==> config.mk <==
export PLATFORM = sky130hd
export DESIGN_NAME = ps2_key_event
export DESIGN_NICKNAME = d
export VERILOG_FILES = /design/src/rtl/ps2_pkg.sv /design/src/rtl/ps2_scan2ascii.sv /design/src/rtl/ps2_key_event.sv
export SDC_FILE = /design/constraint.sdc
export NUM_CORES = 1
export LEC_CHECK = 0
export ABC_AREA = 0
export BUFFER_PORTS_ARGS = -buffer_cell sky130_fd_sc_hd__buf_2
export CAP_MARGIN = 30
export CORE_AREA = 4 4 100 93
export DETAILED_ROUTE_END_ITERATION = 10
export DIE_AREA = 0 0 104 97
export GPL_TIMING_DRIVEN = 0
export PLACE_DENSITY = 0.55
export RECOVER_POWER = 100
export SYNTH_ARGS = -nofsm -noshare
export SYNTH_HDL_FRONTEND = slang
export SYNTH_SLANG_ARGS = --single-unit
export TNS_END_PERCENT = 20
==> constraint.sdc <==
create_clock -name clk -period 3.2 [get_ports clk]
set_input_delay 0.48 -clock clk [delete_from_list [all_inputs] [get_ports clk]]
set_output_delay 0.48 -clock clk [all_outputs]
set_load 0.005 [all_outputs]
==> src/rtl/ps2_pkg.sv <==
// Shared PS/2 key-event definitions: FSM encoding and set-2 control byte values.
package ps2_pkg;

    typedef enum logic [1:0] {
        StIdle,
        StBrk,
        StExt,
        StExtBrk
    } ps2_state_e;

    localparam logic [7:0] SC_BREAK = 8'hF0;
    localparam logic [7:0] SC_EXT   = 8'hE0;
    localparam logic [7:0] SC_ERR0  = 8'h00;
    localparam logic [7:0] SC_ERR1  = 8'hFF;

    // Controller error/overrun codes carry no key information.
    function automatic logic is_err_code(input logic [7:0] code);
        return (code == SC_ERR0) || (code == SC_ERR1);
    endfunction

endpackage

==> src/rtl/ps2_scan2ascii.sv <==
// Combinational set-2 scan code to lower-case ASCII lookup (letters, digits, space).
module ps2_scan2ascii (
    input  logic [7:0] scan_code,
    output logic [7:0] ascii
);

    // Unmapped codes return 8'h00.
    always_comb begin
        ascii = 8'h00;
        unique case (scan_code)
            8'h1C: ascii = 8'h61; // a
            8'h32: ascii = 8'h62; // b
            8'h21: ascii = 8'h63; // c
            8'h23: ascii = 8'h64; // d
            8'h24: ascii = 8'h65; // e
            8'h2B: ascii = 8'h66; // f
            8'h34: ascii = 8'h67; // g
            8'h33: ascii = 8'h68; // h
            8'h43: ascii = 8'h69; // i
            8'h3B: ascii = 8'h6A; // j
            8'h42: ascii = 8'h6B; // k
            8'h4B: ascii = 8'h6C; // l
            8'h3A: ascii = 8'h6D; // m
            8'h31: ascii = 8'h6E; // n
            8'h44: ascii = 8'h6F; // o
            8'h4D: ascii = 8'h70; // p
            8'h15: ascii = 8'h71; // q
            8'h2D: ascii = 8'h72; // r
            8'h1B: ascii = 8'h73; // s
            8'h2C: ascii = 8'h74; // t
            8'h3C: ascii = 8'h75; // u
            8'h2A: ascii = 8'h76; // v
            8'h1D: ascii = 8'h77; // w
            8'h22: ascii = 8'h78; // x
            8'h35: ascii = 8'h79; // y
            8'h1A: ascii = 8'h7A; // z
            8'h45: ascii = 8'h30; // 0
            8'h16: ascii = 8'h31; // 1
            8'h1E: ascii = 8'h32; // 2
            8'h26: ascii = 8'h33; // 3
            8'h25: ascii = 8'h34; // 4
            8'h2E: ascii = 8'h35; // 5
            8'h36: ascii = 8'h36; // 6
            8'h3D: ascii = 8'h37; // 7
            8'h3E: ascii = 8'h38; // 8
            8'h46: ascii = 8'h39; // 9
            8'h29: ascii = 8'h20; // space
            default: ascii = 8'h00;
        endcase
    end

endmodule

==> src/rtl/ps2_key_event.sv <==
// PS/2 key-event assembler: pops the controller byte FIFO, decodes make/break/E0
// sequences, tracks the held key and counts distinct presses.
module ps2_key_event
    import ps2_pkg::*;
#(
    parameter int unsigned CNT_W         = 8,
    parameter bit          IGNORE_REPEAT = 1'b1
) (
    input  logic             clk,
    input  logic             rst,
    input  logic [7:0]       kb_data,
    input  logic             kb_ready,
    input  logic             kb_overflow,
    output logic             kb_nextdata_n,
    output logic             key_down,
    output logic [7:0]       key_code,
    output logic             key_ext,
    output logic [7:0]       key_ascii,
    output logic [CNT_W-1:0] press_cnt,
    output logic             evt_valid,
    output logic             evt_make,
    output logic             evt_repeat,
    output logic [7:0]       evt_code,
    output logic             ovf_sticky
);

    ps2_state_e       state_q, state_d;
    logic             nextdata_n_q, nextdata_n_d;
    logic             key_down_q, key_down_d;
    logic [7:0]       key_code_q, key_code_d;
    logic             key_ext_q, key_ext_d;
    logic [7:0]       key_ascii_q, key_ascii_d;
    logic [CNT_W-1:0] press_cnt_q, press_cnt_d;
    logic             evt_valid_q, evt_valid_d;
    logic             evt_make_q, evt_make_d;
    logic             evt_repeat_q, evt_repeat_d;
    logic [7:0]       evt_code_q, evt_code_d;
    logic             ovf_q, ovf_d;

    logic       accept;
    logic       make_ev;
    logic       break_ev;
    logic       ev_ext;
    logic       held_match;
    logic [7:0] lut_ascii;

    ps2_scan2ascii u_scan2ascii (
        .scan_code (kb_data),
        .ascii     (lut_ascii)
    );

    // The pop pulse itself blocks the next accept, so pops are never back-to-back.
    assign accept     = kb_ready && nextdata_n_q;
    assign held_match = key_down_q && (kb_data == key_code_q) && (ev_ext == key_ext_q);

    // Sequence decode: next FSM state and which event (if any) this byte completes.
    always_comb begin
        state_d  = state_q;
        make_ev  = 1'b0;
        break_ev = 1'b0;
        ev_ext   = 1'b0;
        if (accept) begin
            if (is_err_code(kb_data)) begin
                state_d = StIdle;
            end else begin
                unique case (state_q)
                    StIdle: begin
                        if (kb_data == SC_BREAK)    state_d = StBrk;
                        else if (kb_data == SC_EXT) state_d = StExt;
                        else                        make_ev = 1'b1;
                    end
                    StExt: begin
                        ev_ext = 1'b1;
                        if (kb_data == SC_BREAK) begin
                            state_d = StExtBrk;
                        end else if (kb_data != SC_EXT) begin
                            make_ev = 1'b1;
                            state_d = StIdle;
                        end
                    end
                    StBrk: begin
                        break_ev = 1'b1;
                        state_d  = StIdle;
                    end
                    StExtBrk: begin
                        ev_ext   = 1'b1;
                        break_ev = 1'b1;
                        state_d  = StIdle;
                    end
                    default: state_d = StIdle;
                endcase
            end
        end
    end

    // Held-key, counter, event and handshake next-state.
    always_comb begin
        nextdata_n_d = ~accept;
        key_down_d   = key_down_q;
        key_code_d   = key_code_q;
        key_ext_d    = key_ext_q;
        key_ascii_d  = key_ascii_q;
        press_cnt_d  = press_cnt_q;
        evt_valid_d  = 1'b0;
        evt_make_d   = evt_make_q;
        evt_repeat_d = evt_repeat_q;
        evt_code_d   = evt_code_q;
        ovf_d        = ovf_q | kb_overflow;

        if (make_ev) begin
            evt_valid_d  = 1'b1;
            evt_make_d   = 1'b1;
            evt_code_d   = kb_data;
            evt_repeat_d = held_match;
            if (held_match) begin
                if (!IGNORE_REPEAT) press_cnt_d = press_cnt_q + CNT_W'(1);
            end else begin
                // Last key pressed wins, even if another is still held.
                key_down_d  = 1'b1;
                key_code_d  = kb_data;
                key_ext_d   = ev_ext;
                key_ascii_d = ev_ext ? 8'h00 : lut_ascii;
                press_cnt_d = press_cnt_q + CNT_W'(1);
            end
        end else if (break_ev) begin
            evt_valid_d  = 1'b1;
            evt_make_d   = 1'b0;
            evt_code_d   = kb_data;
            evt_repeat_d = 1'b0;
            if (held_match) key_down_d = 1'b0;
        end
    end

    // State registers with synchronous reset.
    always_ff @(posedge clk) begin
        if (rst) begin
            state_q      <= StIdle;
            nextdata_n_q <= 1'b1;
            key_down_q   <= 1'b0;
            key_code_q   <= 8'h00;
            key_ext_q    <= 1'b0;
            key_ascii_q  <= 8'h00;
            press_cnt_q  <= '0;
            evt_valid_q  <= 1'b0;
            evt_make_q   <= 1'b0;
            evt_repeat_q <= 1'b0;
            evt_code_q   <= 8'h00;
            ovf_q        <= 1'b0;
        end else begin
            state_q      <= state_d;
            nextdata_n_q <= nextdata_n_d;
            key_down_q   <= key_down_d;
            key_code_q   <= key_code_d;
            key_ext_q    <= key_ext_d;
            key_ascii_q  <= key_ascii_d;
            press_cnt_q  <= press_cnt_d;
            evt_valid_q  <= evt_valid_d;
            evt_make_q   <= evt_make_d;
            evt_repeat_q <= evt_repeat_d;
            evt_code_q   <= evt_code_d;
            ovf_q        <= ovf_d;
        end
    end

    assign kb_nextdata_n = nextdata_n_q;
    assign key_down      = key_down_q;
    assign key_code      = key_code_q;
    assign key_ext       = key_ext_q;
    assign key_ascii     = key_ascii_q;
    assign press_cnt     = press_cnt_q;
    assign evt_valid     = evt_valid_q;
    assign evt_make      = evt_make_q;
    assign evt_repeat    = evt_repeat_q;
    assign evt_code      = evt_code_q;
    assign ovf_sticky    = ovf_q;

endmodule

## Word level (Yosys, flattened, before mapping)

Memory sizes are Yosys's and may differ from the RTL's.
Cells that the tools add are included.

- Register bits after elaboration: 41
- Memories: 1
- Bits of input ports: 12
- Memory bits (writable): 0
- Memory bits (read-only): 896
- Bits in latches: 0

- Equal/unequal tests: 12
- Muxes and demuxes: 32
- Shifts and indexed selects: 0
- Divide/modulo/power cells: 0
- Reduce and logical (&&, ||, !) cells: 13
- $add $sub $neg: 1
- Bitwise gates (word level): 3
- Order comparisons: 0
- Multiply operators: 0

Memories:

| name | depth | width | read ports | clocked after memory_dff | wr ports | RTL line | text |
|---|---|---|---|---|---|---|---|
| (no name shown) | 128 | 7 | 1 | 0 | 0 | ps2_scan2ascii.sv:10 | `unique case (scan_code)` |

Operators by type and width:

| operator | count |
|---|---|
| 8-bit two-way mux | 4 |
| 8-bit == test, second input constant | 3 |
| 1-bit two-way mux | 21 |
| 2-bit two-way mux | 5 |
| 8-bit by 1-bit adder with 8-bit output, second input constant | 1 |
| 8-bit == test | 1 |
| 8-bit logical NOT | 1 |
| 4-bit inequality test, second input constant | 2 |
| 8-bit inequality test, second input constant | 1 |
| 2-bit one-hot mux with 3 select lines | 1 |
| 3-bit AND reduction | 2 |
| 2-bit == test, second input constant | 2 |
| 2-bit nonzero test | 2 |
| 2-bit OR reduction | 2 |
| 1-bit logical AND | 3 |
| 2-bit by 1-bit == test with 1-bit output, second input constant | 1 |
| 2-bit logical NOT | 1 |
| 2-bit inequality test, second input constant | 1 |
| 1-bit inverter | 2 |
| 1-bit one-hot mux with 2 select lines | 1 |
| 2-bit AND reduction | 1 |
| 1-bit == test | 1 |
| 1-bit logical OR | 1 |
| 1-bit OR | 1 |

## Logic depth before layout (Yosys ltp)

Gate-level depths: netlist of the first run.

- Word-level depth: 10
- Gate-level depth with buffers: 15
- Mapped depth without buffers: 13

## Cells and area by module

Synthesis of the first run repeated with hierarchy kept, for this count alone.

- Cells, all modules: 313
- Area total of the unflattened synthesis: 2591.2 sq um

By module, submodules not included:

| module | cells each | instances | area an instance (sq um) | sequential area each (sq um) |
|---|---|---|---|---|
| ps2_key_event | 200 | 1 | 1849.3 | 820.8 |
| ps2_scan2ascii | 113 | 1 | 742.0 | 0.0 |

## Least setup slack after synthesis of the first run

OpenSTA, ideal clock, no wires.

- Path kind: input to register
- Start point: input port kb_data[1]
- End point: register key_ascii_q[6], in the netlist key_ascii[6]
- Library setup time: 79 ps
- Stages on the path: 14
- Setup slack: -33 ps
- Arrival: 3153 ps
- Data required time: 3121 ps
- Cell sequence: clkbuf_1 inv_1 ha_1 or4b_4 o21bai_4 nor2_1 xnor2_1 nand4_1 ha_1 buf_2 nor2_1 nand2_1 nor4b_1 a22oi_1

- Longest elaborated chain between the ends: 8
- Elaborated cells between the ends (all ways): 24
- Those cells by class: eq/ne (6); mux (11); bitwise (1); reduce/logical (5); memory (1)

RTL lines:

| what | RTL line | text |
|---|---|---|
| start, declared | ps2_key_event.sv:11 | `input logic [7:0] kb_data,` |
| parallel branches: the longest is 8 deep, another holds memory read 128 x 7 bit | -- |  |
| end signal, assigned | ps2_key_event.sv:155 | `key_ascii_q <= key_ascii_d;` |
| end, declared | ps2_key_event.sv:32 | `logic [7:0] key_ascii_q, key_ascii_d;` |

Parallel ways; which one is timed is not known.
A chain may end at the register's enable or synchronous reset.

## Worst setup path in the final report of the first run

- Start point: input port kb_data[0]
- End point: register press_cnt_q[7], in the netlist press_cnt[7]

- Longest elaborated chain between the ends: 8
- Elaborated cells between the ends (all ways): 21
- Those cells by class: eq/ne (6); mux (9); bitwise (1); reduce/logical (5)

RTL lines:

| what | RTL line | text |
|---|---|---|
| parallel branches: the longest is 7 deep, another holds 8-bit inequality test | -- |  |
| 2-bit AND reduction (no source line) (*) | -- |  |
| end signal, assigned | ps2_key_event.sv:156 | `press_cnt_q <= press_cnt_d;` |
| end, declared | ps2_key_event.sv:33 | `logic [CNT_W-1:0] press_cnt_q, press_cnt_d;` |

Mark *: on every way between the ends.

==> impl_metrics.sql, run 1 <==
INSERT INTO impl_metrics (metric_group, metric, value, unit) VALUES
('clocking', 'tritoncts', 'done', ''),
('sta', 'maxSlewHeadroom', '49.9', '%'),
('synth', 'yosys.cell_types.count', '54', ''),
('sta', 'final_period_minus_worst_setup_slack', '2.92', 'ns'),
('synth', 'synth_enable_flop_cells', '0', ''),
('global_route', 'grt_max_degree', '15', ''),
('place', 'globalplace.congestion', '0.922', ''),
('sta', 'final_report_hold_violation_count', '0', ''),
('drt', 'wire_per_inst', '15.5', 'µm'),
('sta', 'timing.final.setup_violations', '0', ''),
('synth', 'post_synth_most_frequent_cells', 'dfxtp_1, nor2_1, nand2_1', ''),
('setup_path', 'end_kind', 'flip-flop', ''),
('setup_path', 'cp_max_fo', '9', ''),
('clocking', 'path_clk_slew', '0.09', 'ns'),
('sta', 'finalMaxSlewViolations', '0', ''),
('cells_and_area', 'nNetsFinal', '376', ''),
('setup_path', 'worst_setup_path_startpoint', 'kb_data[0]', ''),
('clocking', 'clk_latency', '0.29', 'ns'),
('drt', 'dr_iter_0_viols', '145', ''),
('setup_path', 'cp_arrival', '3.14', 'ns'),
('setup_path', 'critical_path_class', 'input port to flip-flop', ''),
('sta', 'post-route-period-util', '91.2', '%'),
('power', 'leakagePower', '1.20', 'nW'),
('worst_hold_path', 'min_from', 'kb_overflow', ''),
('cells_and_area', 'antenna_cells_inserted', '0', ''),
('synth', 'yosys.area.top_type_share', '33.1', '%'),
('clocking', 'clock_sink_count', '40', ''),
('clocking', 'cts_inserted_buffers', '5', ''),
('floorplanning', 'die_area', '10100', 'µm²'),
('synth', 'ys_seq_elements', '40', ''),
('clocking', 'cts_hold_buf', '0', ''),
('cells_and_area', 'layout-drive-gt1-share', '17.5', '%'),
('drt', 'detail_route.wirelength', '7100', 'µm'),
('floorplanning', 'die_height', '97', 'µm'),
('drt', 'post_detailed_route_drc_marker_count', '0', ''),
('global_route', 'grt_pass1_wl', '11900', 'µm'),
('clocking', 'clk_path_buf_depth', '2', ''),
('synth', 'yosysMostFrequentCell', 'dfxtp_1', ''),
('drt', 'dr_total_vias', '2375', ''),
('drt', 'vias_per_cell', '5.20', ''),
('setup_path', 'ff2ff_setup_slack', '0.78', 'ns'),
('floorplanning', 'coreArea', '8330', 'µm²'),
('synth', 'ys.flop_type', 'dfxtp_1', ''),
('cells_and_area', 'fillerInstances', '894', ''),
('sta', 'max_slew.worst_pin.slew', '0.751', 'ns'),
('worst_hold_path', 'hold_path.class', 'input port to flip-flop', ''),
('sta', 'setup-tns-final', '0', 'ns'),
('drt', 'drtPass1Iterations', '5', ''),
('power', 'max_vdd_drop', '0.182', 'mV'),
('floorplanning', 'placement_row_count', '32', ''),
('floorplanning', 'num_io_pins', '51', ''),
('sta', 'timing.fmax', '343', 'MHz'),
('setup_path', 'cp.required', '3.42', 'ns'),
('synth', 'postSynthAreaPerCell', '8.18', 'µm²'),
('place', 'hpwlAfterDp', '5290', 'µm'),
('clocking', 'cts.root.buffer_cell', 'clkbuf_8', ''),
('run_status', 'run_status', 'completed', ''),
('synth', 'netlist_instances', '296', ''),
('sta', 'clock_skew', '0.0114', 'ns'),
('clocking', 'htree_num_levels', '2', ''),
('setup_path', 'crit_path_start_kind', 'input port', ''),
('sta', 'fin_hold_ws', '0.392', 'ns'),
('drt', 'drtAntennaViolNets', '0', ''),
('place', 'io_buffer_count', '47', ''),
('synth', 'synthDominantAreaCellType', 'dfxtp_1', ''),
('synth', 'yosys-top-cells-area', 'dfxtp_1, mux2i_1, nor2_1, ha_1, a21oi_1', ''),
('global_route', 'grt_pass1_vias', '2274', ''),
('floorplanning', 'initial_core_util', '29.1', '%'),
('setup_path', 'worstReg2RegStart', 'kb_nextdata_n$_SDFF_PP1_', ''),
('cells_and_area', 'syn_to_final_growth', '21.7', '%'),
('global_route', 'grt_util_all_layers', '14.2', '%'),
('floorplanning', 'die_w', '104', 'µm'),
('synth', 'synth_seq_area_share', '33.1', '%'),
('synth', 'synth.net_count', '318', ''),
('global_route', 'grt_overflow', '0', ''),
('power', 'pwr_density_cell', '412', 'nW/µm²'),
('flow_run', 'max_cap_violations', '0', ''),
('synth', 'mappedNetlistArea', '2420', 'µm²'),
('synth', 'synth-async-reset-ratio', '0', '%'),
('synth', 'yosysWarningCount', '0', ''),
('sta', 'rsz_0062_raised_after_global_routing', 'false', ''),
('global_route', 'antenna_found_initial', '0', '');
[layout by cell type (no fill, tap or decap), drive strengths merged, types with 2 or more instances in the layout]
master and n:
nand2 21, nor4 2, nor2b 7, nor2 39
a21oi 20, buf 41, or2 2, a31oi 4
mux2i 19, o21ai 12, inv 9, and3 2
nor3 4, or3 4, o31ai 2, clkinv 2
nand3 6, o211ai 3, xnor2 7, a2111oi 2
xor2 7, a311oi 4, clkbuf 36, a211oi 7
dfxtp 40, nand4 8, ha 10, a21o 2
nand2b 11
[stage by stage]
stage | power [mW] | util, % | std cells | instance area (µm²) | setup slack [ns]
final | 1.21 | 35.4 | 457 | 2950 | 0.281
after global routing | 1.27 | 35.4 | 457 | 2950 | 0.0519
after CTS | 1.21 | 34.9 | 452 | 2910 | 0.0461
after detailed placement | 0.780 | 33.5 | 445 | 2790 | -0.653
after global placement | 0.783 | 33.5 | 445 | 2790 | -0.626
after floorplan | 0.701 | - | 296 | 2420 | 0.0400
[state kept, by name, summed over array words and instances (netlist names), 2 cells and up]
register	count
key_code	8
evt_code	8
press_cnt	8
key_ascii	7
state_q	2
[critical path: stages]
cell and delay [ns]:
buf_2 0.18, inv_2 0.17, ha_4 0.19, or4b_4 0.48
o21bai_4 0.18, nor2_1 0.10, xnor2_1 0.15, nand4_1 0.10
ha_1 0.15, clkbuf_4 0.22, nand4_1 0.20, or3_1 0.39
a21oi_1 0.14
[where the power goes]
part / switching (mW) / leakage (nW) / total, mW / internal [mW]
Clock: 0.197 / 0.0583 / 0.432 / 0.235
Combinational: 0.143 / 0.815 / 0.242 / 0.0988
Sequential: 0.0176 / 0.327 / 0.539 / 0.521
Total: 0.358 / 1.20 / 1.21 / 0.855
[repair_timing]
action,4_1_cts,5_1_grt
setup buffers,0,5
setup endpoints to repair,15,12
pin swaps,0,2
gates resized for setup,3,4
[final cells by class]
type / instances / area, µm² / area share (%)
buffer: 20 / 91.3 / 3.10
clock buffer: 5 / 68.8 / 2.34
clock inverter: 3 / 47.5 / 1.61
inverter: 9 / 33.8 / 1.15
multi-input combinational: 226 / 1510 / 51.3
sequential: 40 / 801 / 27.2
tap: 102 / 128 / 4.33
timing repair buffer: 52 / 264 / 8.96
[cells by family (layout without fill, tap and decap cells)]
logic type | Yosys count | after routing | synth area share [%]
DFF | 40 | 40 | 33.1
and+or+nand+nor | 112 | 112 | 23.0
muxes | 19 | 19 | 7.86
adders and majority gates | 10 | 10 | 5.17
other | 1 | 1 | 0.155
AOI/OAI and AO/OA | 70 | 70 | 20.4
xor gates and xnor gates | 14 | 14 | 5.06
buffers and inverters | 30 | 89 | 5.22
[final timing paths]
kind                               end  cells past startpoint
min reg2reg  key_ascii[2]$_SDFFE_PP0P_                      2
min              ovf_sticky$_SDFF_PP0_                      3
max reg2reg  press_cnt[7]$_SDFFE_PP0P_                      9
max          press_cnt[7]$_SDFFE_PP0P_                     13
[metal layers]
layer  GRT usage [%]  wire length, µm  vias to the layer above  part of all wire, %
met3            3.14              488                       19                  6.9
met1            20.2             3410                     1065                   48
met5               0                0                        -                    0
li1                -                -                     1174                    -
met4            5.11              187                        0                  2.6
met2            20.8             3020                      117                   42
No activity file was read; power rests on OpenSTA's default activity.
==> run 2: changes to the inputs <==
--- a/config.mk
+++ b/config.mk
@@ -11,7 +11,6 @@
 export CORE_AREA = 4 4 100 93
 export DETAILED_ROUTE_END_ITERATION = 10
 export DIE_AREA = 0 0 104 97
-export GPL_TIMING_DRIVEN = 0
 export PLACE_DENSITY = 0.55
 export RECOVER_POWER = 100
 export SYNTH_ARGS = -nofsm -noshare
==> run 2 against run 1 <==
Effect of this change: the run now ends with capacitance limit, slew limit left; largest cell class unchanged; clock skew rose by 0.0011 ns; final cell count shrank 2.2%; clock-buffer cell count is 1 higher; fmax increased by 1.7%; via count shrank 4.1%.
==> impl_metrics.sql, run 2 (same netlist as run 1, synthesis figures left out) <==
INSERT INTO impl_metrics (metric_group, metric, value, unit) VALUES
('power', 'p_int', '0.785', 'mW'),
('setup_path', 'cp_max_fo', '7', ''),
('place', 'io_buffer_count', '49', ''),
('sta', 'timing.final.setup_violations', '0', ''),
('cells_and_area', 'layout-drive-gt1-share', '14.8', '%'),
('global_route', 'grt_overflow', '0', ''),
('power', 'power_frac_seq', '48.4', '%'),
('cells_and_area', 'nNetsFinal', '366', ''),
('setup_path', 'end_kind', 'flip-flop', ''),
('sta', 'setup-tns-final', '0', 'ns'),
('drt', 'dr_iter_0_viols', '133', ''),
('floorplanning', 'placement_row_count', '32', ''),
('clocking', 'path_clk_slew', '0.08', 'ns'),
('global_route', 'grt_util_all_layers', '13.4', '%'),
('setup_path', 'critical_path_class', 'input port to flip-flop', ''),
('power', 'p_sw', '0.327', 'mW'),
('sta', 'maxSlewHeadroom', '-2.79', '%'),
('clocking', 'post_cts.repair.setup_buffers', '0', ''),
('clocking', 'tritoncts', 'done', ''),
('place', 'globalplace.congestion', '0.869', ''),
('cells_and_area', 'instances_no_fill', '447', ''),
('clocking', 'cts-resized-gates', '0', ''),
('clocking', 'cts_hold_buf', '0', ''),
('cells_and_area', 'layout_common_cells', 'dfxtp_1, nor2_1, buf_2, clkbuf_1, nand2_1', ''),
('floorplanning', 'coreArea', '8330', 'µm²'),
('sta', 'final_report_hold_violation_count', '0', ''),
('power', 'switching_share', '29.4', '%'),
('sta', 'post-route-period-util', '89.7', '%'),
('power', 'pwr_density_cell', '391', 'nW/µm²'),
('global_route', 'antenna_found_initial', '0', ''),
('drt', 'detail_route.wirelength', '6890', 'µm'),
('sta', 'finalMaxSlewViolations', '36', ''),
('place', 'hpwlAfterDp', '5200', 'µm'),
('run_status', 'run_status', 'finished with violations', ''),
('power', 'max_vdd_drop', '0.205', 'mV'),
('global_route', 'grt_max_degree', '36', ''),
('setup_path', 'crit_path_start_kind', 'input port', ''),
('drt', 'vias_per_cell', '5.10', ''),
('sta', 'max_slew.worst_pin.slew', '1.54', 'ns'),
('setup_path', 'cp_arrival', '3.09', 'ns'),
('drt', 'drtPass1Iterations', '4', ''),
('clocking', 'clk_latency', '0.29', 'ns'),
('drt', 'drtAntennaViolNets', '0', ''),
('cells_and_area', 'layout_commonest_cell', 'dfxtp_1', ''),
('cells_and_area', 'antenna_cells_inserted', '0', ''),
('floorplanning', 'die_w', '104', 'µm'),
('floorplanning', 'initial_core_util', '29.1', '%'),
('place', 'placed_cells', '439', ''),
('power', 'fraction_of_power_consumed_by_the_clock_network', '31.0', '%'),
('clocking', 'htree_num_levels', '2', ''),
('global_route', 'grt_pass1_wl', '11100', 'µm'),
('sta', 'final_period_minus_worst_setup_slack', '2.87', 'ns'),
('clocking', 'cts_inserted_buffers', '5', ''),
('drt', 'post_detailed_route_drc_marker_count', '0', ''),
('clocking', 'clk_path_buf_depth', '2', ''),
('power', 'leakagePower', '1.16', 'nW'),
('drt', 'wire_per_inst', '15.4', 'µm'),
('sta', 'timing.fmax', '348', 'MHz'),
('floorplanning', 'num_io_pins', '51', ''),
('worst_hold_path', 'hold_path.class', 'input port to flip-flop', ''),
('drt', 'dr_total_vias', '2278', ''),
('flow_run', 'max_cap_violations', '1', ''),
('floorplanning', 'die_area', '10100', 'µm²'),
('run_status', 'failed_checks', 'capacitance limit, slew limit', ''),
('power', 'combPwrFrac', '20.6', '%'),
('floorplanning', 'die_height', '97', 'µm'),
('sta', 'clock_skew', '0.0125', 'ns'),
('clocking', 'clock_sink_count', '40', ''),
('clocking', 'cts.root.buffer_cell', 'clkbuf_8', ''),
('setup_path', 'cp.required', '3.42', 'ns'),
('sta', 'rsz_0062_raised_after_global_routing', 'false', ''),
('cells_and_area', 'syn_to_final_growth', '17.5', '%'),
('global_route', 'grt_pass1_vias', '2170', '');
## run 2: changes by cell type in the layout (fill, tap and decap cells not counted), sizes merged
cell,delta
buf,-4
clkbuf,-5
bufinv,-1
## run 2: power by group through the flow
stage | registers, mW | logic (mW) | clock network [mW]
final | 0.538 | 0.229 | 0.345
after global routing | 0.542 | 0.255 | 0.376
after CTS | 0.538 | 0.238 | 0.360
after detailed placement | 0.550 | 0.238 | 0
after global placement | 0.550 | 0.237 | 0
after floorplan | 0.550 | 0.152 | 0
## run 2: worst paths after layout
kind / from / endpoint / slack [ns] / cells after the start
worst min-delay path: kb_overflow / ovf_sticky$_SDFF_PP0_ / 0.41 / 3
worst min register to register: key_ascii[3]$_SDFFE_PP0P_ / key_ascii[3]$_SDFFE_PP0P_ / 0.47 / 2
worst max-delay path: kb_data[1] / key_ascii[0]$_SDFFE_PP0P_ / 0.33 / 13
worst max register to register: kb_nextdata_n$_SDFF_PP1_ / evt_code[7]$_SDFFE_PP0P_ / 0.81 / 6
## run 2: cell type report
| class | instances | area (µm²) |
|---|---|---|
| clock buffers | 6 | 82.6 |
| multi-input cells | 226 | 1490 |
| flip-flops and latches | 40 | 801 |
| clock inverters | 2 | 10.0 |
| well taps | 102 | 128 |
| fillers | 928 | 5480 |
| inverters | 9 | 33.8 |
| repair buffers | 62 | 300 |
## run 2: worst max-delay path, cell delays in order
cell and delay, ns:
buf_2 0.10, inv_1 0.13, ha_1 0.21, or4b_1 0.50, o21bai_4 0.20, nor2_1 0.10
xnor2_1 0.18, nand4_1 0.12, ha_1 0.30, nor2_1 0.21, clkbuf_1 0.31, a21oi_1 0.11
a21oi_1 0.13
## run 2: routing by layer
layer / up-vias / part of all wire (%) / routed length (µm) / global-route usage, %
li1: 1150 / - / - / -
met1: 1068 / 49 / 3400 / 18.9
met2: 54 / 46 / 3180 / 20.7
met3: 6 / 3.2 / 222 / 1.93
met4: 0 / 1.2 / 82 / 4.60
met5: - / 0 / 0 / 0
## run 2: per-stage QoR
stage                     util, %  instance area, µm²  hold slack [ns]  power, mW  worst slack, ns
after floorplan                 -                2420            0.449      0.701           0.0400
after detailed placement     33.8                2810            0.453      0.788           0.0768
after CTS                    34.9                2900            0.407       1.14            0.369
after global routing         34.1                2840            0.440       1.17            0.124
final                        34.1                2840            0.412       1.11            0.330
after global placement       33.6                2800            0.442      0.787            0.174
==> run 3: changes to the inputs <==
--- a/config.mk
+++ b/config.mk
@@ -8,10 +8,10 @@
 export ABC_AREA = 0
 export BUFFER_PORTS_ARGS = -buffer_cell sky130_fd_sc_hd__buf_2
 export CAP_MARGIN = 30
-export CORE_AREA = 4 4 100 93
+export CORE_AREA = 4 4 88 81
 export DETAILED_ROUTE_END_ITERATION = 10
-export DIE_AREA = 0 0 104 97
-export PLACE_DENSITY = 0.55
+export DIE_AREA = 0 0 92 85
+export PLACE_DENSITY = 0.67
 export RECOVER_POWER = 100
 export SYNTH_ARGS = -nofsm -noshare
 export SYNTH_HDL_FRONTEND = slang
==> run 3 against run 2 <==
Effect of this change: the flow finishes with violations (capacitance limit); register-to-register slack better by 0.02 ns; sequential share of layout area fell by 0.23 points; final area increased by 0.84%; routed wire length shrank 7.5%; worst hold slack worse by 0.021 ns; non-clock buffer count is 1 higher; first-iteration DRC count is 2.3% higher; global-route usage up 3.2 points; power up 7.5%; worst setup slack gained 0.036 ns; clock skew decreased by 0.0035 ns; critical path type unchanged; largest power group unchanged.
==> impl_metrics.sql, run 3 (same netlist as run 1, synthesis figures left out) <==
INSERT INTO impl_metrics (metric_group, metric, value, unit) VALUES
('sta', 'post-route-period-util', '88.6', '%'),
('setup_path', 'worstSetupPathDepth', '13', ''),
('floorplanning', 'placement_row_count', '27', ''),
('clocking', 'clk_path_buf_depth', '2', ''),
('sta', 'clock_skew', '0.00901', 'ns'),
('drt', 'drtAntennaViolNets', '0', ''),
('setup_path', 'crit_path_start_kind', 'input port', ''),
('setup_path', 'cp_arrival', '3.05', 'ns'),
('setup_path', 'r2r-end', 'key_ascii[6]$_SDFFE_PP0P_', ''),
('clocking', 'clk_latency', '0.30', 'ns'),
('floorplanning', 'die_w', '92', 'µm'),
('global_route', 'grt_overflow', '0', ''),
('floorplanning', 'coreArea', '6150', 'µm²'),
('place', 'io_buffer_count', '49', ''),
('setup_path', 'timing.critical_path.slowest_cell_delay', '0.49', 'ns'),
('setup_path', 'timing.critical_path.max_delay_family', 'simple AND/OR/NAND/NOR gates', ''),
('cells_and_area', 'instances_no_fill', '433', ''),
('global_route', 'grtUsageMet1', '23.0', '%'),
('setup_path', 'worst_setup_path_startpoint', 'kb_data[0]', ''),
('setup_path', 'end_kind', 'flip-flop', ''),
('sta', 'maxSlewHeadroom', '0.00203', '%'),
('drt', 'wire_per_inst', '14.7', 'µm'),
('setup_path', 'cp_max_fo', '5', ''),
('global_route', 'antenna_found_initial', '0', ''),
('setup_path', 'ff2ff_setup_slack', '0.83', 'ns'),
('setup_path', 'cp.required', '3.41', 'ns'),
('floorplanning', 'die_area', '7820', 'µm²'),
('setup_path', 'worst-path-buf-inv', '2', ''),
('setup_path', 'worstRegToRegCells', '9', ''),
('flow_run', 'max_cap_violations', '1', ''),
('cells_and_area', 'layout-drive-gt1-share', '16.2', '%'),
('sta', 'rsz_0062_raised_after_global_routing', 'false', ''),
('global_route', 'layer_with_the_highest_usage_after_global_routing', 'met2', ''),
('global_route', 'grt_max_degree', '37', ''),
('cells_and_area', 'nNetsFinal', '367', ''),
('floorplanning', 'num_io_pins', '51', ''),
('sta', 'finalMaxSlewViolations', '0', ''),
('global_route', 'met2_usage', '25.4', '%'),
('clocking', 'clock_sink_count', '40', ''),
('drt', 'dr_iter_0_viols', '136', ''),
('drt', 'dr_total_vias', '2315', ''),
('cells_and_area', 'layout_common_cells', 'dfxtp_1, nor2_1, buf_2, nand2_1, clkbuf_1', ''),
('clocking', 'tritoncts', 'done', ''),
('sta', 'max_slew.worst_pin.slew', '1.50', 'ns'),
('cells_and_area', 'layout_commonest_cell', 'dfxtp_1', ''),
('place', 'hpwlAfterDp', '4730', 'µm'),
('floorplanning', 'die_height', '85', 'µm'),
('drt', 'post_detailed_route_drc_marker_count', '0', ''),
('place', 'globalplace.congestion', '0.920', ''),
('power', 'leakagePower', '1.18', 'nW'),
('clocking', 'cts.root.buffer_cell', 'clkbuf_8', ''),
('sta', 'timing.final.setup_violations', '0', ''),
('clocking', 'path_clk_slew', '0.09', 'ns'),
('global_route', 'grt_util_all_layers', '16.6', '%'),
('setup_path', 'crit_end', 'key_ascii[6]$_SDFFE_PP0P_', ''),
('run_status', 'run_status', 'finished with violations', ''),
('floorplanning', 'initial_core_util', '39.4', '%'),
('global_route', 'groute.layer.met3.usage', '3.46', '%'),
('clocking', 'cts_inserted_buffers', '5', ''),
('clocking', 'post_cts.repair.setup_buffers', '0', ''),
('clocking', 'cts-resized-gates', '0', ''),
('power', 'max_vdd_drop', '0.202', 'mV'),
('setup_path', 'worstReg2RegStart', 'kb_nextdata_n$_SDFF_PP1_', ''),
('drt', 'vias_per_cell', '5.35', ''),
('sta', 'final_report_hold_violation_count', '0', ''),
('clocking', 'htree_num_levels', '2', ''),
('setup_path', 'critical_path_class', 'input port to flip-flop', ''),
('setup_path', 'path_cells', 'buf_2 > inv_1 > ha_1 > or4b_1 > o21bai_4 > nor2_1 > xnor2_1 > nand4_1 > ha_1 > nor2_1 > nand2_1 > nor4b_1 > a22oi_1', ''),
('cells_and_area', 'syn_to_final_growth', '18.4', '%'),
('sta', 'final_period_minus_worst_setup_slack', '2.83', 'ns'),
('sta', 'timing.fmax', '353', 'MHz'),
('drt', 'drtPass1Iterations', '5', ''),
('setup_path', 'slowest_stage', 'or4b_1', ''),
('worst_hold_path', 'hold_path.class', 'input port to flip-flop', ''),
('drt', 'detail_route.wirelength', '6370', 'µm'),
('power', 'pwr_density_cell', '417', 'nW/µm²'),
('clocking', 'cts_hold_buf', '0', ''),
('sta', 'setup-tns-final', '0', 'ns'),
('run_status', 'failed_checks', 'capacitance limit', ''),
('cells_and_area', 'antenna_cells_inserted', '0', ''),
('place', 'placed_cells', '425', ''),
('global_route', 'grt_pass1_wl', '10700', 'µm'),
('global_route', 'grt_pass1_vias', '2160', '');
[run 3: changes by cell type in the layout (fill, tap and decap cells not counted)]
cell	change
a311oi_1	-1
clkinv_2	-2
buf_2	+2
clkbuf_8	-1
clkbuf_1	-3
bufinv_16	+1
a311oi_2	+1
buf_4	+2
clkinvlp_4	+1
inv_6	+1
[run 3: power breakdown]
part	total (mW)	switching, mW	internal, mW
combinational	0.229	0.135	0.0942
clock	0.428	0.193	0.235
sequential	0.538	0.0166	0.521
total	1.20	0.345	0.850
[run 3: stage by stage]
step / area (µm²) / power [mW] / util [%] / setup slack (ns) / hold WS (ns)
global placement: 2800 / 0.782 / 45.5 / 0.206 / 0.440
finish: 2870 / 1.20 / 46.6 / 0.366 / 0.391
floorplan: 2420 / 0.701 / - / 0.0400 / 0.449
CTS: 2910 / 1.21 / 47.4 / 0.413 / 0.389
global route: 2870 / 1.25 / 46.6 / 0.141 / 0.418
detailed placement: 2800 / 0.782 / 45.5 / 0.121 / 0.443
[run 3: worst min-delay path by stage]
stage                              startpoint                        end  slack [ns]  cells after the start
floorplan           key_ascii[2]$_SDFFE_PP0P_  key_ascii[2]$_SDFFE_PP0P_        0.45                      2
global placement    key_ascii[2]$_SDFFE_PP0P_  key_ascii[2]$_SDFFE_PP0P_        0.44                      2
detailed placement  key_ascii[2]$_SDFFE_PP0P_  key_ascii[2]$_SDFFE_PP0P_        0.44                      2
CTS                               kb_overflow      ovf_sticky$_SDFF_PP0_        0.39                      3
global route                      kb_overflow      ovf_sticky$_SDFF_PP0_        0.42                      3
finish                            kb_overflow      ovf_sticky$_SDFF_PP0_        0.39                      3
[run 3: area by class of cell]
class                      instances  area (µm²)
clock buffer                       5        68.8
clock inverter                     3        46.3
fill                             630        3280
inverter                           9        33.8
multi-input combinational        226        1500
sequential                        40         801
tap                               87         109
timing repair buffer              63         314
[run 3: routing by layer]
layer  up-vias  wire length [µm]
met5         -                 0
met4         0               148
met3        15               442
met2        97              2780
met1      1052              3000
li1       1151                 -
[run 3: worst min-delay path: stages]
cell and delay, ns:
buf_2 0.07, nor2_1 0.03, nor2_1 0.07
